File: config.mk
export PLATFORM = sky130hd
export DESIGN_NAME = fwd_scoreboard
export DESIGN_NICKNAME = d
export VERILOG_FILES = /design/src/rtl/fwd_pkg.sv /design/src/rtl/fwd_port_mux.sv /design/src/rtl/fwd_scoreboard.sv
export SDC_FILE = /design/constraint.sdc
export NUM_CORES = 1
export LEC_CHECK = 0
export ABC_CLOCK_PERIOD_IN_PS = 4500
export BUFFER_PORTS_ARGS = -buffer_cell sky130_fd_sc_hd__buf_2
export CORE_ASPECT_RATIO = 0.5
export CORE_MARGIN = 2
export CORE_UTILIZATION = 34
export CTS_CLUSTER_DIAMETER = 120
export DETAILED_ROUTE_END_ITERATION = 8
export GPL_ROUTABILITY_DRIVEN = 0
export PLACE_DENSITY = 0.76
export SYNTH_ARGS = -nofsm -noshare
export SYNTH_HDL_FRONTEND = slang
export SYNTH_SLANG_ARGS = --single-unit
File: constraint.sdc
create_clock -name clock -period 4.5 [get_ports clock]
set_input_delay 1.35 -clock clock [delete_from_list [all_inputs] [get_ports clock]]
set_output_delay 1.35 -clock clock [all_outputs]
set_load 0.02 [all_outputs]
File: src/rtl/fwd_pkg.sv
// Shared types and defaults for the EX-stage forwarding/scoreboard block.
package fwd_pkg;
  localparam int DW_DEF   = 32;
  localparam int NREG_DEF = 32;

  typedef enum logic [2:0] {
    OP_ALU, OP_LOAD, OP_STORE, OP_BRANCH, OP_MULDIV
  } opcode_e;

  typedef enum logic [2:0] {
    FS_ZERO, FS_MEM, FS_MD, FS_WB, FS_RF
  } fwd_sel_e;
endpackage

File: src/rtl/fwd_port_mux.sv
// Per-port forwarding select and operand mux (priority: r0, MEM, multdiv, WB, regfile).
// The select is exported only when FWD_PERF_EN is defined.
module fwd_port_mux
  import fwd_pkg::*;
#(
  parameter int DW = DW_DEF,
  parameter int AW = 5
) (
  input  logic [AW-1:0] i_rs,
  input  logic [DW-1:0] i_hold,
  input  logic          i_m_wr_en,
  input  logic          i_m_is_load,
  input  logic [AW-1:0] i_m_wr_reg,
  input  logic [DW-1:0] i_m_data,
  input  logic          i_md_done,
  input  logic [AW-1:0] i_md_rd,
  input  logic [DW-1:0] i_md_data,
  input  logic          i_w_wr_en,
  input  logic [AW-1:0] i_w_wr_reg,
  input  logic [DW-1:0] i_w_data,
`ifdef FWD_PERF_EN
  output fwd_sel_e      o_sel,
`endif
  output logic [DW-1:0] o_data
);
  fwd_sel_e w_sel;

  always_comb begin
    w_sel = FS_RF;
    if (i_rs == '0)
      w_sel = FS_ZERO;
    else if (i_m_wr_en && !i_m_is_load && (i_m_wr_reg == i_rs))
      w_sel = FS_MEM;
    else if (i_md_done && (i_md_rd == i_rs))
      w_sel = FS_MD;
    else if (i_w_wr_en && (i_w_wr_reg == i_rs))
      w_sel = FS_WB;
  end

  always_comb begin
    o_data = i_hold;
    case (w_sel)
      FS_ZERO: o_data = '0;
      FS_MEM:  o_data = i_m_data;
      FS_MD:   o_data = i_md_data;
      FS_WB:   o_data = i_w_data;
      default: o_data = i_hold;
    endcase
  end

`ifdef FWD_PERF_EN
  assign o_sel = w_sel;
`endif
endmodule

File: src/rtl/fwd_scoreboard.sv
// EX operand forwarding plus a one-entry multdiv scoreboard producing the pipeline stall.
// Define FWD_PERF_EN to add saturating stall/forward performance counters.
module fwd_scoreboard
  import fwd_pkg::*;
#(
  parameter  int DW    = DW_DEF,
  parameter  int NREG  = NREG_DEF,
  parameter  int NPORT = 2,
  localparam int AW    = $clog2(NREG)
) (
  input  logic                clock,
  input  logic                reset,
  input  logic [NPORT*AW-1:0] ex_rs,
  input  logic [NPORT-1:0]    ex_rs_vld,
  input  logic [NPORT*DW-1:0] hold_data,
  input  logic                m_wr_en,
  input  logic [AW-1:0]       m_wr_reg,
  input  logic                m_is_load,
  input  logic [DW-1:0]       m_data,
  input  logic                w_wr_en,
  input  logic [AW-1:0]       w_wr_reg,
  input  logic [DW-1:0]       w_data,
  input  logic                md_issue,
  input  logic [AW-1:0]       md_rd,
  input  logic                md_done,
  input  logic [DW-1:0]       md_data,
  output logic [NPORT*DW-1:0] fwd_data,
  output logic                stall,
  output logic                md_busy
`ifdef FWD_PERF_EN
  ,
  output logic [31:0]         perf_lu,
  output logic [31:0]         perf_md,
  output logic [31:0]         perf_fwd
`endif
);
  logic          r_pend_vld;
  logic [AW-1:0] r_pend_reg;
  logic          w_md_done_v;
  logic          w_pend_act;
  logic          w_lu, w_raw, w_waw, w_struct, w_md_stall;
  logic          w_accept;
`ifdef FWD_PERF_EN
  fwd_sel_e      w_sel [NPORT];
`endif

  // A completion with nothing pending (e.g. after reset) is dropped entirely.
  assign w_md_done_v = md_done && r_pend_vld;
  assign w_pend_act  = r_pend_vld && !md_done;

  for (genvar gp = 0; gp < NPORT; gp++) begin : g_port
    fwd_port_mux #(.DW(DW), .AW(AW)) u_mux (
      .i_rs        (ex_rs[gp*AW +: AW]),
      .i_hold      (hold_data[gp*DW +: DW]),
      .i_m_wr_en   (m_wr_en),
      .i_m_is_load (m_is_load),
      .i_m_wr_reg  (m_wr_reg),
      .i_m_data    (m_data),
      .i_md_done   (w_md_done_v),
      .i_md_rd     (md_rd),
      .i_md_data   (md_data),
      .i_w_wr_en   (w_wr_en),
      .i_w_wr_reg  (w_wr_reg),
      .i_w_data    (w_data),
`ifdef FWD_PERF_EN
      .o_sel       (w_sel[gp]),
`endif
      .o_data      (fwd_data[gp*DW +: DW])
    );
  end

  always_comb begin
    w_lu  = 1'b0;
    w_raw = 1'b0;
    for (int p = 0; p < NPORT; p++) begin
      if (ex_rs_vld[p] && (ex_rs[p*AW +: AW] != '0)) begin
        if (m_wr_en && m_is_load && (ex_rs[p*AW +: AW] == m_wr_reg))
          w_lu = 1'b1;
        if (w_pend_act && (ex_rs[p*AW +: AW] == r_pend_reg))
          w_raw = 1'b1;
      end
    end
  end

  // WAW: a younger write to the pending register would later be clobbered by the multdiv result.
  assign w_waw      = w_pend_act && ((m_wr_en && (m_wr_reg == r_pend_reg)) ||
                                     (w_wr_en && (w_wr_reg == r_pend_reg)));
  assign w_struct   = md_issue && w_pend_act;
  assign w_md_stall = w_raw || w_waw || w_struct;
  assign stall      = reset && (w_lu || w_md_stall);
  assign w_accept   = md_issue && !stall && (md_rd != '0);

  always_ff @(posedge clock or negedge reset) begin
    if (!reset) begin
      r_pend_vld <= 1'b0;
      r_pend_reg <= '0;
    end else if (w_accept) begin
      r_pend_vld <= 1'b1;
      r_pend_reg <= md_rd;
    end else if (w_md_done_v) begin
      r_pend_vld <= 1'b0;
    end
  end

  assign md_busy = r_pend_vld;

`ifdef FWD_PERF_EN
  function automatic logic [31:0] sat_inc(input logic [31:0] v, input logic en);
    return (en && !(&v)) ? v + 32'd1 : v;
  endfunction

  logic        w_any_fwd;
  logic [31:0] r_perf_lu, r_perf_md, r_perf_fwd;

  always_comb begin
    w_any_fwd = 1'b0;
    for (int p = 0; p < NPORT; p++)
      if (w_sel[p] == FS_MEM || w_sel[p] == FS_MD || w_sel[p] == FS_WB)
        w_any_fwd = 1'b1;
  end

  always_ff @(posedge clock or negedge reset) begin
    if (!reset) begin
      r_perf_lu  <= '0;
      r_perf_md  <= '0;
      r_perf_fwd <= '0;
    end else begin
      r_perf_lu  <= sat_inc(r_perf_lu, w_lu);
      r_perf_md  <= sat_inc(r_perf_md, w_md_stall);
      r_perf_fwd <= sat_inc(r_perf_fwd, w_any_fwd);
    end
  end

  assign perf_lu  = r_perf_lu;
  assign perf_md  = r_perf_md;
  assign perf_fwd = r_perf_fwd;
`endif
endmodule

==> impl_results.md, run 1 <==
* Worst-path clk slew at 0.03 ns
* Flop2flop setup slack at 2.36 ns
* Die H at 67.1 µm
* Sequential-to-total area share from yosys stat at 5.55%
* Die Width at 130 µm
* Synth Instances at 400
* Number of flops mapped to enable cells by yosys at 0
* Clock Tree Buf Depth at 2
* Final hold viol count at 0
* Peak supply drop at 0.000284 V
* Io pins at 260
* Initial antenna violation count at 0
* Switching Share at roughly 43%
* Vias in the first global route at 4089
* Clock Power Share at a little under a fifth
* Area Growth Syn to Fin at 105%
* Detailed Route WL at approximately 17 mm
* Initial core utilization at 36.0%
* Period Utilization, post-route at 103%
* Layout fillers at about 550
* Worst setup EP type: primary output
* Util after Layout at 74.0%
* Initial DRT Pass Iterations at 5
* Crit path time final at 4.64 ns
* Int Pwr at 0.453 mW
* Pwr/cell area at 144 nW/µm²
* Unrepaired setup endpoints after global routing: yes
* Failing checks: setup timing
* H-tree depth at 1
* Layout cell share with drive strength beyond 1 at 61.7%
* Most common cell after layout, fill and taps aside: buf_2
* Seq cells post-synth at 6
* Worst skew pair latency at 0.23 ns
* Root Driver: clkbuf_16
* Drt wl/cell at 21.2 µm
* Total core area at 7510 µm²
* Crit Reg-Reg Endpoint: r_pend_reg[2]
* Multi-input gate area at 2800 µm²
* Post-synth cell types at 50
* Most frequent cells in the layout: buf_2 (200), buf_4 (82), nor2_1 (44)
* Post-DP HPWL at 11.3 mm
* CP peak stage delay at 0.56 ns
* Final nets at between 800 and 900
* Floorplan row count at 22
* Die Area at 8740 µm²
* Switching pwr at 0.346 mW
* Hold endpoint: md_busy
* Worst-path cell chain: buf_8, buf_6, or4_4, nor2_4, buf_6, nor3_4, buf_6, buf_6, buf_8, a22oi_2, a21oi_1, buf_4
* Hold Path Depth at 2
* R2R depth at 7
* CP Class: primary input to primary output
* Mean Syn Cell Area at 6.77 µm²
* Max reg flops at 5
* Storage cell area at between 150 and 200 µm²
* CP startpoint kind: primary input
* Vias per std cell at 6.07
* CP dominant cell by count: buf_6
* Final WS setup at -0.142 ns
* Crit Path Max Fanout at 4
* Critical Path AT at around 3.3 ns
* Post-synth ARST share at 100%
* Min-Delay Path Class: flop to flop
* Status: finished with violations
* Port Buffers at 259
* Slew Limit Fails at 0
* Gr usage total at 29.4%
* Synth Warn # at 0
* CTS Buf Count at 3
* Max-slew headroom at 60.1%
* Clk_skew at 0.00187 ns
* Worst path slowest cell: or4_4
* Reg2reg start: r_pend_reg[1]
* ANT nets after route at 0
* Req. time, crit path at 3.15 ns
* N_diodes at 0
* Flop pwr share at 9.4%
* Grt ovf at 0
* Combinational power share at 72.5%
* Hold buffers post-CTS at 0
* Pin count of the biggest net entering global routing at 23
* Max Cap Viol at 0
* Setup violators final at 44
* Mapped Area at 2710 µm²
* CTS tree: yes
* Drt initial violations at 776
* DP Worst Slack at -0.204 ns
* Leakage at 2.62 nW
* Clock Sinks at 6
* DR vias at about 5k
* # DRC at 0
* First-pass GRT wire length at about 20 mm
* Hold Crit Start: md_busy
* Mapped Nets at 594
* Ys flop type: dfrtp_1
* Fmax at roughly 220 MHz
* Worst slew pin tran at 0.593 ns
[power groups by stage]
stage          combinational [mW]  sequential (mW)  clock [mW]
2_1_floorplan               0.251           0.0632           0
3_3_place_gp                0.450           0.0749           0
3_5_place_dp                0.455           0.0748           0
4_1_cts                     0.463           0.0743       0.146
5_1_grt                     0.610           0.0762       0.152
6_report                    0.579           0.0754       0.145
[synth_stat cells, types with 2 or more instances]
library cell / count / area, µm²
xnor2_1: 15 / 131
nand3_1: 7 / 35.0
nand2_1: 32 / 120
a31oi_1: 4 / 25.0
nor2_1: 47 / 176
buf_2: 26 / 130
o21ai_0: 33 / 165
a22oi_1: 28 / 210
a22o_1: 16 / 140
nor4_1: 7 / 43.8
or4_4: 2 / 22.5
a2bb2oi_1: 21 / 184
xor2_1: 35 / 307
a21oi_1: 39 / 195
mux2i_1: 11 / 110
nor4_2: 2 / 25.0
and3_1: 2 / 12.5
dfrtp_1: 6 / 150
clkbuf_1: 16 / 60.1
o221ai_1: 21 / 184
[repair_timing]
action | 4_1_cts | 5_1_grt
pin swaps | 2 | 57
endpoints found under the setup margin | 47 | 64
cloned | 0 | 9
buffers inserted | 1 | 17
resized for setup | 18 | 190
endpoints found under the hold margin | 0 | 0
[critical path, delay by kind of cell]
family	cells	cell delay, ns
buffers and inverters	7	0.90
and+or+nand+nor	3	0.77
AOI/OAI and AO/OA	2	0.26
[per-layer routing]
layer,vias to the layer above,GRT usage (%),routed length (µm)
met5,-,0,0
met3,88,6.18,1920
met1,2263,40.2,6420
met2,414,47.8,8070
met4,0,6.45,571
li1,2102,-,-
[worst max path at each step]
stage,startpoint,to,slack (ns),depth (start not counted)
floorplan,ex_rs[1],fwd_data[14],0.04,8
global route,ex_rs[3],fwd_data[17],-0.25,11
CTS,ex_rs[0],fwd_data[17],-0.05,10
detailed placement,ex_rs[3],fwd_data[17],-0.20,10
global placement,ex_rs[3],fwd_data[17],-0.11,10
finish,ex_rs[1],fwd_data[1],-0.14,12
[cell type report]
cell class | count | area share (%)
clock buffer | 3 | 1.35
inverter | 1 | 0.0675
tap | 108 | 2.43
multi-input combinational | 347 | 50.3
timing repair buffer | 337 | 43.2
sequential | 6 | 2.70
[through the flow]
| stage | hold slack (ns) | cell area [µm²] | TNS (ns) | power, mW | cells |
|---|---|---|---|---|---|
| after floorplan | 0.606 | 2710 | 0 | 0.314 | 400 |
| after detailed placement | 0.623 | 4440 | -3.52 | 0.530 | 774 |
| after CTS | 0.630 | 4580 | -0.108 | 0.683 | 778 |
| final | 0.629 | 5560 | -2.60 | 0.799 | 802 |
| after global placement | 0.615 | 4440 | -1.92 | 0.525 | 774 |
| after global routing | 0.687 | 5560 | -7.56 | 0.838 | 802 |
[logic make-up (layout without fill, tap and decap cells)]
kind of cell | Yosys count | in the layout | share of synthesized area, %
and+or+nand+nor | 116 | 116 | 21.7
muxes | 11 | 11 | 4.07
buffers and inverters | 47 | 341 | 8.18
DFF | 6 | 6 | 5.55
xor gates and xnor gates | 50 | 50 | 16.2
AOI/OAI and AO/OA | 170 | 170 | 44.3
No activity file was read; power rests on OpenSTA's default activity.
==> run 2: changes to the inputs <==
Settings changed: SKIP_LAST_GASP from default to 1.
==> impl_results.md, run 2 (same netlist as run 1, synthesis figures left out) <==
* Die Width at 130 µm (unchanged)
* Drt wl/cell at 21.0 µm (was 21.2 µm)
* WP buf/inv at 5 (was 7)
* Instance count on the critical path at 11 (was 12)
* Grt ovf at 0 (unchanged)
* Worst slew pin tran at 0.592 ns (was 0.593 ns)
* Vias per std cell at 6.04 (was 6.07)
* Die H at 67.1 µm (unchanged)
* Crit path time final at 4.66 ns (was 4.64 ns)
* Non-filler cells, final at 802 (unchanged)
* N_diodes at 0 (unchanged)
* Worst setup EP type: primary output (unchanged)
* Status: finished with violations (unchanged)
* Max reg flops at 5 (unchanged)
* Area Growth Syn to Fin at 103% (was 105%)
* Io pins at 260 (unchanged)
* Top Family by Delay on Critical Path: simple AND/OR/NAND/NOR gates (was buffers and inverters)
* Final hold viol count at 0 (unchanged)
* Finished Cell Area at 5480 µm² (was 5560 µm²)
* Hold WS at 0.631 ns (was 0.629 ns)
* Clock Tree Buf Depth at 2 (unchanged)
* Total power at 0.787 mW (was 0.799 mW)
* Initial DRT Pass Iterations at 6 (was 5)
* Worst skew pair latency at 0.23 ns (about the same)
* CP startpoint kind: primary input (unchanged)
* CP dominant cell by count: buf_6 (unchanged)
* Leakage at 2.60 nW (was 2.62 nW)
* DP Worst Slack at -0.204 ns (unchanged)
* Slew Limit Fails at 0 (unchanged)
* Util after Layout at 73.0% (was 74.0%)
* # DRC at 0 (unchanged)
* Layout fillers at 555 (was 547)
* CP Class: primary input to primary output (unchanged)
* R2R depth at 7 (unchanged)
* Worst-path cell chain: buf_6, buf_6, xnor2_2, nand3_2, or3_4, nor3_4, buf_4, buf_6, nand2_1, a31oi_1, buf_4 (was buf_8, buf_6, or4_4, nor2_4, buf_6, nor3_4, buf_6, buf_6, buf_8, a22oi_2, a21oi_1, buf_4)
* Setup violators final at 44 (unchanged)
* Unrepaired setup endpoints after global routing: yes (unchanged)
* Initial core utilization at 36.0% (unchanged)
* First-pass GRT wire length at 20.3 mm (was 20.4 mm)
* CP peak stage delay at 0.37 ns (was 0.56 ns)
* Fmax at 215 MHz (about the same)
* Root Driver: clkbuf_16 (unchanged)
* Hold Path Depth at 2 (unchanged)
* Detailed Route WL at 16.8 mm (was 17.0 mm)
* Worst-path clk slew at 0.03 ns (about the same)
* Pwr/cell area at 144 nW/µm² (about the same)
* Pin count of the biggest net entering global routing at 23 (unchanged)
* Failing checks: setup timing (unchanged)
* Peak supply drop at 0.000284 V (about the same)
* Max-slew headroom at 60.2% (was 60.1%)
* Vias in the first global route at 4081 (was 4089)
* Period Utilization, post-route at 103% (about the same)
* Crit Path Max Fanout at 5 (was 4)
* Total core area at 7510 µm² (unchanged)
* DR vias at 4847 (was 4867)
* Met1 WL at 6.28 mm (was 6.42 mm)
* Placed cells at 774 (unchanged)
* Max layer used: met4 (unchanged)
* Hold buffers post-CTS at 0 (unchanged)
* ANT nets after route at 0 (unchanged)
* Floorplan row count at 22 (unchanged)
* Met2 wire length at 8.02 mm (was 8.07 mm)
* Worst path slowest cell: or3_4 (was or4_4)
* Clock Sinks at 6 (unchanged)
* Port Buffers at 259 (unchanged)
* CTS Buf Count at 3 (unchanged)
* Placed cell area at 4440 µm² (unchanged)
* Min-Delay Path Class: flop to flop (unchanged)
* Most common cell after layout, fill and taps aside: buf_2 (unchanged)
* Initial antenna violation count at 0 (unchanged)
* Gr usage total at 29.3% (was 29.4%)
* CTS tree: yes (unchanged)
* Final WS setup at -0.157 ns (was -0.142 ns)
* Drt initial violations at 731 (was 776)
* Final setup TNS at -3.60 ns (was -2.60 ns)
* Clk_skew at 0.00126 ns (was 0.00187 ns)
* Post-DP HPWL at 11.3 mm (unchanged)
* Max Cap Viol at 0 (unchanged)
* Layout cell share with drive strength beyond 1 at 60.8% (was 61.7%)
* Critical Path AT at 3.31 ns (was 3.29 ns)
* Routed wl met3 at 2.08 mm (was 1.92 mm)
* H-tree depth at 1 (unchanged)
* Req. time, crit path at 3.15 ns (about the same)
* Die Area at 8740 µm² (unchanged)
* Most frequent cells in the layout: buf_2 (211), buf_4 (74), nor2_1 (45) (was buf_2 (200), buf_4 (82), nor2_1 (44))
* Final nets at 890 (unchanged)
[run 2: final cells by class]
type | count | area (µm²) | share of cell area, %
clock buffer | 3 | 75.1 | 1.37
tap | 108 | 135 | 2.46
timing repair buffer | 337 | 2360 | 43.1
inverter | 1 | 3.75 | 0.0684
multi-input combinational | 347 | 2760 | 50.3
sequential | 6 | 150 | 2.74
[run 2: where the power goes]
part | internal (mW) | switching [mW] | leakage [nW]
registers | 0.0602 | 0.0154 | 0.0724
clock network | 0.114 | 0.0303 | 0.0370
logic | 0.271 | 0.296 | 2.49
[run 2: path summary, 6_finish.rpt]
| path | startpoint | to | slack [ns] |
|---|---|---|---|
| setup reg to reg | r_pend_reg[1] | r_pend_reg[2] | 2.43 |
| hold / removal | md_busy | md_busy | 0.63 |
| hold reg to reg | md_busy | md_busy | 0.63 |
| setup / recovery | ex_rs[1] | fwd_data[17] | -0.16 |
| max in group asynchronous | reset | r_pend_reg[0] | 3.40 |
| min in group asynchronous | reset | r_pend_reg[2] | 0.95 |
[run 2: repair_timing]
action | 4_1_cts | 5_1_grt
gates resized for setup | 10 | 174
pin swaps | 1 | 52
setup buffers | 1 | 17
setup endpoints to repair | 47 | 64
gates cloned | 0 | 9
[run 2: worst reg2reg max path: cells and delay by family (launching register included)]
kind	cells	cell delay [ns]
compound gates	4	1.00
simple gates	1	0.08
xor+xnor	1	0.20
buf+inv	1	0.16
flops	1	0.52
[run 2: metal layers]
layer,GRT usage (%),vias up
met4,6.05,0
met2,47.6,408
met3,6.10,89
met5,0,-
met1,40.3,2252
li1,-,2098
